===== config.mk =====
export PLATFORM = sky130hd
export DESIGN_NAME = bist_capture_sequencer_flat
export DESIGN_NICKNAME = d
export VERILOG_FILES = /design/src/rtl/bist_capture_sequencer_if.sv /design/src/rtl/bist_capture_sequencer.sv /design/src/flat_wrapper.sv
export SDC_FILE = /design/constraint.sdc
export NUM_CORES = 1
export LEC_CHECK = 0
export BUFFER_PORTS_ARGS = -buffer_cell sky130_fd_sc_hd__buf_2
export CORE_MARGIN = 2
export CORE_UTILIZATION = 30
export CTS_CLUSTER_DIAMETER = 100
export DETAILED_ROUTE_END_ITERATION = 6
export SKIP_LAST_GASP = 1
export SLEW_MARGIN = 20
export SYNTH_ARGS = -nofsm -noshare
export SYNTH_HDL_FRONTEND = slang
export SYNTH_SLANG_ARGS = --single-unit

===== constraint.sdc =====
create_clock -name ref_clk_bist -period 2.6 [get_ports ref_clk_bist]
set_input_delay 0.26 -clock ref_clk_bist [delete_from_list [all_inputs] [get_ports ref_clk_bist]]
set_output_delay 0.26 -clock ref_clk_bist [all_outputs]
set_load 0.02 [all_outputs]

===== src/rtl/bist_capture_sequencer_if.sv =====
// ---------------------------------------------------------------------------
// bist_capture_sequencer_if
//
// Purpose : Host readout handshake between the BIST capture sequencer and the
//           host/scan side. The sequencer presents a capture-register index
//           together with its run index. The host accepts that pair with
//           rd_ready. The pair advances only on an edge where both rd_valid
//           and rd_ready are high.
//
// Signals :
//   rd_addr   [6:0]  capture-register index currently presented
//   rd_run    [3:0]  index of the run being read out
//   rd_valid         rd_addr / rd_run are valid
//   rd_ready         host accepts the current address
//   rd_last          final address of the final run of the campaign
//
// Modports:
//   master  - sequencer side (drives address/run/valid/last, reads ready)
//   slave   - host side (reads address/run/valid/last, drives ready)
// ---------------------------------------------------------------------------
interface bist_capture_sequencer_if;
    logic [6:0] rd_addr;
    logic [3:0] rd_run;
    logic       rd_valid;
    logic       rd_ready;
    logic       rd_last;

    modport master (
        output rd_addr,
        output rd_run,
        output rd_valid,
        output rd_last,
        input  rd_ready
    );

    modport slave (
        input  rd_addr,
        input  rd_run,
        input  rd_valid,
        input  rd_last,
        output rd_ready
    );
endinterface


===== src/rtl/bist_capture_sequencer.sv =====
// ---------------------------------------------------------------------------
// bist_capture_sequencer
//
// Purpose : Run controller for the ADPLL BIST capture block. The block runs a
//           campaign of NUM_RUNS capture runs, and each run uses a different
//           sampling offset. Each run goes through these steps:
//             1. Program the offset and the decimator.
//             2. Pulse the restart strobe for two cycles.
//             3. Wait until the capture shift registers are full.
//             4. Stream every capture-register address to the host over the
//                rd_* valid/ready handshake.
//           All outputs are registered. The block uses a single clock
//           (ref_clk_bist) and an asynchronous active-low reset.
//
// Optional feature (macro BIST_SEQ_TIMEOUT_EN):
//   When the macro is defined, a 12-bit watchdog bounds the time spent in
//   CAPTURE to TIMEOUT_CYC cycles. On expiry, the sticky timeout_err flag
//   sets and locktime_last is forced to 11'h7FF. The partial capture is
//   still read out. When the macro is undefined, CAPTURE waits
//   indefinitely and timeout_err is tied to 0.
//
// Ports:
//   ref_clk_bist         in   BIST reference clock
//   reset                in   asynchronous active-low reset
//   start                in   campaign start pulse (honoured in IDLE/DONE)
//   abort                in   return to IDLE from any state (top priority)
//   offset_base    [10:0] in  offset for run 0, sampled at start
//   decimator_cfg  [10:0] in  decimator for every run, sampled at start
//   capture_count  [6:0]  in  number of BIST registers filled
//   locktime_in    [10:0] in  BIST measured locktime
//   enable_bist          out  sampling-clock enable to the BIST block
//   new_div_ratio_given  out  BIST restart strobe (2 cycles per run)
//   offset_input   [10:0] out offset to the BIST block
//   decimator_input[10:0] out decimator to the BIST block
//   locktime_last  [10:0] out locktime sampled at the end of CAPTURE
//   busy                 out  high in any state other than IDLE and DONE
//   done                 out  high in DONE until start or abort
//   timeout_err          out  sticky capture-timeout flag
//   rd                   bist_capture_sequencer_if.master readout port
// ---------------------------------------------------------------------------
module bist_capture_sequencer #(
    parameter int REG_LEN     = 30,
    parameter int NUM_RUNS    = 4,
    parameter int OFFSET_STEP = 30,
    parameter int TIMEOUT_CYC = 4095
) (
    input  logic        ref_clk_bist,
    input  logic        reset,
    input  logic        start,
    input  logic        abort,
    input  logic [10:0] offset_base,
    input  logic [10:0] decimator_cfg,
    input  logic [6:0]  capture_count,
    input  logic [10:0] locktime_in,
    output logic        enable_bist,
    output logic        new_div_ratio_given,
    output logic [10:0] offset_input,
    output logic [10:0] decimator_input,
    output logic [10:0] locktime_last,
    output logic        busy,
    output logic        done,
    output logic        timeout_err,
    bist_capture_sequencer_if.master rd
);

    // FSM encoding
    localparam logic [2:0] S_IDLE    = 3'd0;
    localparam logic [2:0] S_ARM     = 3'd1;
    localparam logic [2:0] S_CAPTURE = 3'd2;
    localparam logic [2:0] S_READOUT = 3'd3;
    localparam logic [2:0] S_NEXT    = 3'd4;
    localparam logic [2:0] S_DONE    = 3'd5;

    localparam logic [6:0]  LP_REG_LEN   = 7'(REG_LEN);
    localparam logic [6:0]  LP_LAST_ADDR = 7'(REG_LEN - 1);
    localparam logic [3:0]  LP_LAST_RUN  = 4'(NUM_RUNS - 1);
    localparam logic [10:0] LP_OFS_MAX   = 11'h7FF;

    // Offset increment between runs, clamped at the 11-bit maximum so that
    // a late run never wraps around to a small offset.
    function automatic logic [10:0] sat_add_offset(input logic [10:0] a);
        logic [31:0] s;
        s = {21'd0, a} + 32'(OFFSET_STEP);
        return (s > {21'd0, LP_OFS_MAX}) ? LP_OFS_MAX : s[10:0];
    endfunction

    // Registered state and outputs
    logic [2:0]  r_state;
    logic        r_arm_cnt;
    logic [3:0]  r_run;
    logic [10:0] r_offset;
    logic [10:0] r_decimator;
    logic        r_enable;
    logic        r_strobe;
    logic [6:0]  r_addr;
    logic        r_valid;
    logic        r_last;
    logic [10:0] r_locktime;
    logic        r_busy;
    logic        r_done;

    // Next-state values
    logic [2:0]  w_state_nxt;
    logic        w_arm_cnt_nxt;
    logic [3:0]  w_run_nxt;
    logic [10:0] w_offset_nxt;
    logic [10:0] w_decimator_nxt;
    logic        w_enable_nxt;
    logic        w_strobe_nxt;
    logic [6:0]  w_addr_nxt;
    logic        w_valid_nxt;
    logic        w_last_nxt;
    logic [10:0] w_locktime_nxt;
    logic        w_busy_nxt;
    logic        w_done_nxt;

    logic        w_cap_full;
    logic        w_to_hit;
    logic        w_final_run;
    logic        w_accept;
    logic [6:0]  w_addr_inc;

    assign w_cap_full  = (capture_count >= LP_REG_LEN);
    assign w_final_run = (r_run == LP_LAST_RUN);
    assign w_accept    = r_valid & rd.rd_ready;
    assign w_addr_inc  = r_addr + 7'd1;

`ifdef BIST_SEQ_TIMEOUT_EN
    localparam logic [11:0] LP_WD_LAST = 12'(TIMEOUT_CYC - 1);

    logic [11:0] r_wd;
    logic [11:0] w_wd_nxt;
    logic        r_timeout_err;
    logic        w_timeout_err_nxt;

    // The watchdog expires on the TIMEOUT_CYC-th CAPTURE cycle. A full
    // capture on the same cycle wins, so no error is flagged then.
    assign w_to_hit    = (r_state == S_CAPTURE) && (r_wd == LP_WD_LAST);
    assign timeout_err = r_timeout_err;
`else
    logic [11:0] w_unused_timeout;
    assign w_unused_timeout = 12'(TIMEOUT_CYC);
    assign w_to_hit         = 1'b0;
    assign timeout_err      = 1'b0;
`endif

    always_comb begin
        w_state_nxt     = r_state;
        w_arm_cnt_nxt   = r_arm_cnt;
        w_run_nxt       = r_run;
        w_offset_nxt    = r_offset;
        w_decimator_nxt = r_decimator;
        w_enable_nxt    = r_enable;
        w_strobe_nxt    = r_strobe;
        w_addr_nxt      = r_addr;
        w_valid_nxt     = r_valid;
        w_last_nxt      = r_last;
        w_locktime_nxt  = r_locktime;
        w_done_nxt      = r_done;
`ifdef BIST_SEQ_TIMEOUT_EN
        w_wd_nxt          = r_wd;
        w_timeout_err_nxt = r_timeout_err;
`endif

        if (abort) begin
            w_state_nxt  = S_IDLE;
            w_enable_nxt = 1'b0;
            w_strobe_nxt = 1'b0;
            w_valid_nxt  = 1'b0;
            w_last_nxt   = 1'b0;
            w_done_nxt   = 1'b0;
        end else begin
            case (r_state)
                S_IDLE, S_DONE: begin
                    if (start) begin
                        // Configuration is captured only here. Later changes
                        // to offset_base/decimator_cfg have no effect until
                        // the next campaign.
                        w_state_nxt     = S_ARM;
                        w_arm_cnt_nxt   = 1'b0;
                        w_run_nxt       = 4'd0;
                        w_offset_nxt    = offset_base;
                        w_decimator_nxt = decimator_cfg;
                        w_enable_nxt    = 1'b1;
                        w_strobe_nxt    = 1'b1;
                        w_done_nxt      = 1'b0;
`ifdef BIST_SEQ_TIMEOUT_EN
                        w_wd_nxt          = 12'd0;
                        w_timeout_err_nxt = 1'b0;
`endif
                    end
                end

                S_ARM: begin
                    // The strobe is held for two cycles so the BIST block sees
                    // it while its sampling clock is low.
                    if (r_arm_cnt) begin
                        w_state_nxt  = S_CAPTURE;
                        w_strobe_nxt = 1'b0;
                    end else begin
                        w_arm_cnt_nxt = 1'b1;
                    end
                end

                S_CAPTURE: begin
                    if (w_cap_full || w_to_hit) begin
                        w_locktime_nxt = w_cap_full ? locktime_in : 11'h7FF;
                        w_state_nxt    = S_READOUT;
                        // Gating the sampling clock freezes the capture contents.
                        w_enable_nxt   = 1'b0;
                        w_valid_nxt    = 1'b1;
                        w_addr_nxt     = 7'd0;
                        w_last_nxt     = (LP_LAST_ADDR == 7'd0) && w_final_run;
`ifdef BIST_SEQ_TIMEOUT_EN
                        if (!w_cap_full) begin
                            w_timeout_err_nxt = 1'b1;
                        end
`endif
                    end else begin
`ifdef BIST_SEQ_TIMEOUT_EN
                        w_wd_nxt = r_wd + 12'd1;
`endif
                    end
                end

                S_READOUT: begin
                    if (w_accept) begin
                        if (r_addr == LP_LAST_ADDR) begin
                            w_state_nxt = S_NEXT;
                            w_valid_nxt = 1'b0;
                            w_last_nxt  = 1'b0;
                        end else begin
                            w_addr_nxt = w_addr_inc;
                            w_last_nxt = (w_addr_inc == LP_LAST_ADDR) && w_final_run;
                        end
                    end
                end

                S_NEXT: begin
                    if (w_final_run) begin
                        w_state_nxt = S_DONE;
                        w_done_nxt  = 1'b1;
                    end else begin
                        w_state_nxt   = S_ARM;
                        w_arm_cnt_nxt = 1'b0;
                        w_run_nxt     = r_run + 4'd1;
                        w_offset_nxt  = sat_add_offset(r_offset);
                        w_enable_nxt  = 1'b1;
                        w_strobe_nxt  = 1'b1;
`ifdef BIST_SEQ_TIMEOUT_EN
                        w_wd_nxt = 12'd0;
`endif
                    end
                end

                default: begin
                    w_state_nxt  = S_IDLE;
                    w_enable_nxt = 1'b0;
                    w_strobe_nxt = 1'b0;
                    w_valid_nxt  = 1'b0;
                    w_last_nxt   = 1'b0;
                    w_done_nxt   = 1'b0;
                end
            endcase
        end

        w_busy_nxt = (w_state_nxt != S_IDLE) && (w_state_nxt != S_DONE);
    end

    always_ff @(posedge ref_clk_bist or negedge reset) begin
        if (!reset) begin
            r_state     <= S_IDLE;
            r_arm_cnt   <= 1'b0;
            r_run       <= 4'd0;
            r_offset    <= 11'd0;
            r_decimator <= 11'd0;
            r_enable    <= 1'b0;
            r_strobe    <= 1'b0;
            r_addr      <= 7'd0;
            r_valid     <= 1'b0;
            r_last      <= 1'b0;
            r_locktime  <= 11'd0;
            r_busy      <= 1'b0;
            r_done      <= 1'b0;
        end else begin
            r_state     <= w_state_nxt;
            r_arm_cnt   <= w_arm_cnt_nxt;
            r_run       <= w_run_nxt;
            r_offset    <= w_offset_nxt;
            r_decimator <= w_decimator_nxt;
            r_enable    <= w_enable_nxt;
            r_strobe    <= w_strobe_nxt;
            r_addr      <= w_addr_nxt;
            r_valid     <= w_valid_nxt;
            r_last      <= w_last_nxt;
            r_locktime  <= w_locktime_nxt;
            r_busy      <= w_busy_nxt;
            r_done      <= w_done_nxt;
        end
    end

`ifdef BIST_SEQ_TIMEOUT_EN
    always_ff @(posedge ref_clk_bist or negedge reset) begin
        if (!reset) begin
            r_wd          <= 12'd0;
            r_timeout_err <= 1'b0;
        end else begin
            r_wd          <= w_wd_nxt;
            r_timeout_err <= w_timeout_err_nxt;
        end
    end
`endif

    assign enable_bist         = r_enable;
    assign new_div_ratio_given = r_strobe;
    assign offset_input        = r_offset;
    assign decimator_input     = r_decimator;
    assign locktime_last       = r_locktime;
    assign busy                = r_busy;
    assign done                = r_done;

    assign rd.rd_addr  = r_addr;
    assign rd.rd_run   = r_run;
    assign rd.rd_valid = r_valid;
    assign rd.rd_last  = r_last;

endmodule


===== src/flat_wrapper.sv =====
// flat-port wrapper written by rule: the top's interface ports become plain ports
module bist_capture_sequencer_flat 
#(
    parameter int REG_LEN     = 30,
    parameter int NUM_RUNS    = 4,
    parameter int OFFSET_STEP = 30,
    parameter int TIMEOUT_CYC = 4095
)
  (ref_clk_bist, reset, start, abort, offset_base, decimator_cfg, capture_count, locktime_in, enable_bist, new_div_ratio_given, offset_input, decimator_input, locktime_last, busy, done, timeout_err, rd_rd_addr, rd_rd_run, rd_rd_valid, rd_rd_last, rd_rd_ready);
  bist_capture_sequencer_if rd_i ();
  input  logic ref_clk_bist;
  input  logic reset;
  input  logic start;
  input  logic abort;
  input  logic [10:0] offset_base;
  input  logic [10:0] decimator_cfg;
  input  logic [6:0] capture_count;
  input  logic [10:0] locktime_in;
  output logic enable_bist;
  output logic new_div_ratio_given;
  output logic [10:0] offset_input;
  output logic [10:0] decimator_input;
  output logic [10:0] locktime_last;
  output logic busy;
  output logic done;
  output logic timeout_err;
  output wire logic [$bits(rd_i.rd_addr)-1:0] rd_rd_addr;
  output wire logic [$bits(rd_i.rd_run)-1:0] rd_rd_run;
  output wire logic [$bits(rd_i.rd_valid)-1:0] rd_rd_valid;
  output wire logic [$bits(rd_i.rd_last)-1:0] rd_rd_last;
  input wire logic [$bits(rd_i.rd_ready)-1:0] rd_rd_ready;
  assign rd_rd_addr = rd_i.rd_addr;
  assign rd_rd_run = rd_i.rd_run;
  assign rd_rd_valid = rd_i.rd_valid;
  assign rd_rd_last = rd_i.rd_last;
  assign rd_i.rd_ready = rd_rd_ready;
  bist_capture_sequencer #(.REG_LEN(REG_LEN), .NUM_RUNS(NUM_RUNS), .OFFSET_STEP(OFFSET_STEP), .TIMEOUT_CYC(TIMEOUT_CYC)) u_core (.ref_clk_bist(ref_clk_bist), .reset(reset), .start(start), .abort(abort), .offset_base(offset_base), .decimator_cfg(decimator_cfg), .capture_count(capture_count), .locktime_in(locktime_in), .enable_bist(enable_bist), .new_div_ratio_given(new_div_ratio_given), .offset_input(offset_input), .decimator_input(decimator_input), .locktime_last(locktime_last), .busy(busy), .done(done), .timeout_err(timeout_err), .rd(rd_i));
endmodule

==> run summary <==
CP max FO = 16
Worst Setup Start Kind = register
DRT Wirelength = 7210 um
FP Rows = 35
Setup crit start = u_core.r_state[1]
Worst-Margin Slew = 0.757 ns
first-pass GRT wire length = 12200 um
cts hold-fix bufs = 0
Slew Limit Headroom = 49.1%
fmax = 485 MHz
Synth top area share = 46.5%
die height = 102 um
CP Capture Point = u_core.offset_input[4]
proportion of layout cells with a drive suffix above 1 = 39.7%
hold slack = 0.0770 ns
top cell family by delay on the critical path = flip-flops
period utilisation layout = 79.4%
Reg-to-Reg Start = u_core.r_state[1]
Ys Warns = 0
vias in the first global route = 2460
synth top area cells = dfrtp_1 (46%), mux2_2 (8.9%), a21oi_1 (2.6%)
Worst EP arrival = 2.24 ns
Power Density = 806 nW/um2
vias per cell = 4.98
kind of critical path = reg2reg
port bufs = 93
H-tree levels = 2
Core Box Area = 9330 um2
Slowest cell on crit path = dfrtp_1
Min Clock Period, post-route = 2.06 ns
Total GRT Usage = 14.4%
Stages on worst setup path = 6
nets = 422
syn nets = 327
postcts setup bufs = 0
Via Count = 2499
most common cell in the netlist = dfrtp_1
post-synthesis sequential area ratio = 46.5%
root buf cell = clkbuf_8
Yosys reg bits = 54
drt first-iter violations = 131
largest net degree at the start of global routing = 55
Hold Vio Cnt, Final = 0
Setup Viol. Count Final = 0
Post-synth top cells = dfrtp_1 (54), mux2_2 (23), nor2_1 (17)
standby leakage power = 1.73 nW
slowest stage delay, CP = 0.56 ns
antenna viol nets, final = 0
WP buf/inv = 2
die width = 102 um
r2r setup slk = 0.54 ns
Netlist cell types = 68
total negative setup slack = 0 ns
# fillers = 946
Avg Cell Area, Syn = 10.5 um2
min-delay worst type = in2async
Resized cells post-CTS = 0
Ports = 96
total CTS buffers = 5
GRT overflow = 0
# clock sinks = 54
Avg WL per Cell = 14.4 um
die area = 10500 um2
reg2reg end = u_core.offset_input[4]
Starting Density = 31.2%
antenna violations before repair = 0
CP required = 2.77 ns
FFs w/ async S/R, synth = 100%
worst-case clock buffer depth = 2
Synth area leader = dfrtp_1
clk_skew = 0.00901 ns
Register-to-Register Path Depth = 6
RSZ-0062 raised after global routing = no
# diodes = 0
ys flop type = dfrtp_1
Max VDD drop = 0.412 mV
Post-DP HPWL = 5230 um
number of enable flip-flop cells after synthesis = 0
GPL Wtd Cong = 0.862
clock transition at the registers of the reported paths = 0.10 ns
outcome = finished, final reports clean
Skew-Pair Late Insertion Delay = 0.30 ns
synthesis-to-finish area growth = 25.2%
crit-path cells = buf_4 -> nor2_1 -> a21boi_0 -> buf_4 -> and2_1 -> a2bb2oi_1
Slew Viols, Final = 0
crit-path most repeated cell = buf_4
cell area after synthesis = 2910 um2
DRC Markers = 0
Max-Cap Viols = 0
Mapped Cells = 277
CP endpoint kind = register
Detailed Routing Iterations Pass 1 = 4
CTS tree = yes
-- through the flow --
step | cell area, um2 | utilization (%) | setup WS, ns | instances | total power, W
after floorplan | 2910 | - | 0.515 | 277 | 0.00199
after global placement | 3530 | 37.8 | 0.573 | 494 | 0.00238
after detailed placement | 3530 | 37.8 | 0.568 | 494 | 0.00240
after CTS | 3640 | 39.0 | 0.543 | 502 | 0.00298
after global routing | 3640 | 39.0 | 0.357 | 502 | 0.00315
final | 3640 | 39.0 | 0.536 | 502 | 0.00293
-- where the power goes --
| part | internal [W] | leakage [nW] | switching, W |
|---|---|---|---|
| Combinational | 0.000445 | 1.01 | 0.000658 |
| Clock | 0.000289 | 0.0585 | 0.000281 |
| Sequential | 0.00108 | 0.668 | 0.000183 |
-- final cells by class --
type                       count  area (um2)  area share, %
multi-input combinational    195        1420           39.0
clock inverter                 3        43.8           1.20
inverter                      11        41.3           1.13
sequential                    54        1350           37.1
tap                          129         161           4.43
clock buffer                   5        68.8           1.89
timing repair buffer         105         556           15.3
-- routing by layer --
layer	GRT usage, %	up-vias	part of all wire (%)
met5	0	-	0
met4	4.00	0	1.4
met3	2.80	7	4.7
met2	23.2	57	48
met1	19.8	1216	46
li1	-	1219	-
-- placed cells by master, fill, tap and decap left out, types with 3 or more instances in the layout --
| cell type | synthesis | routed |
|---|---|---|
| buf_2 | 5 | 93 |
| dfrtp_1 | 54 | 54 |
| mux2_2 | 23 | 23 |
| nor2_1 | 17 | 17 |
| a21oi_1 | 15 | 15 |
| nand2_1 | 14 | 14 |
| buf_4 | 3 | 12 |
| inv_1 | 11 | 11 |
| nand3_1 | 10 | 10 |
| o21ai_0 | 9 | 9 |
| nor3_1 | 7 | 7 |
| nand2b_1 | 6 | 6 |
| nand4_1 | 6 | 6 |
| nor2b_1 | 5 | 5 |
| ha_1 | 5 | 5 |
| clkbuf_8 | 0 | 5 |
| a31oi_1 | 4 | 4 |
| o211ai_1 | 3 | 3 |
| a22o_1 | 3 | 3 |
| and3_1 | 3 | 3 |
| o31ai_1 | 3 | 3 |
| o22ai_1 | 3 | 3 |
-- flip-flops by register name, indices dropped and copies added (netlist names), 3 cells and up --
| name | cells |
|---|---|
| u_core.decimator_input | 11 |
| u_core.locktime_last | 11 |
| u_core.offset_input | 11 |
| u_core.r_state | 3 |
| u_core.rd.rd_addr | 7 |
| u_core.rd.rd_run | 4 |
-- worst register-to-register path, cell delays in order, from the launching register on --
cell,delay [ns]
dfrtp_1,0.56
buf_4,0.25
nor2_1,0.20
a21boi_0,0.21
buf_4,0.24
and2_1,0.35
a2bb2oi_1,0.12
-- cell families (layout without fill, tap and decap cells) --
family          Yosys count  after routing  synth area share [%]
mux                      25             25                  9.60
other cells               1              1                 0.129
compound gates           73             73                  19.3
xor+xnor                  2              2                 0.603
buf+inv                  28            124                  4.73
flops                    54             54                  46.5
fa+ha+maj                 5              5                  2.15
simple gates             89             89                  17.0
-- how the worst min path moves through the flow --
stage | end | slack [ns] | depth (start not counted)
after floorplan | u_core.busy | -0.04 | 0
after global placement | u_core.locktime_last[2] | 0.44 | 2
after detailed placement | u_core.locktime_last[2] | 0.45 | 2
after CTS | u_core.locktime_last[2] | 0.11 | 2
after global routing | u_core.locktime_last[2] | 0.13 | 2
final | u_core.locktime_last[10] | 0.08 | 2
No activity file was read; power rests on OpenSTA's default activity.
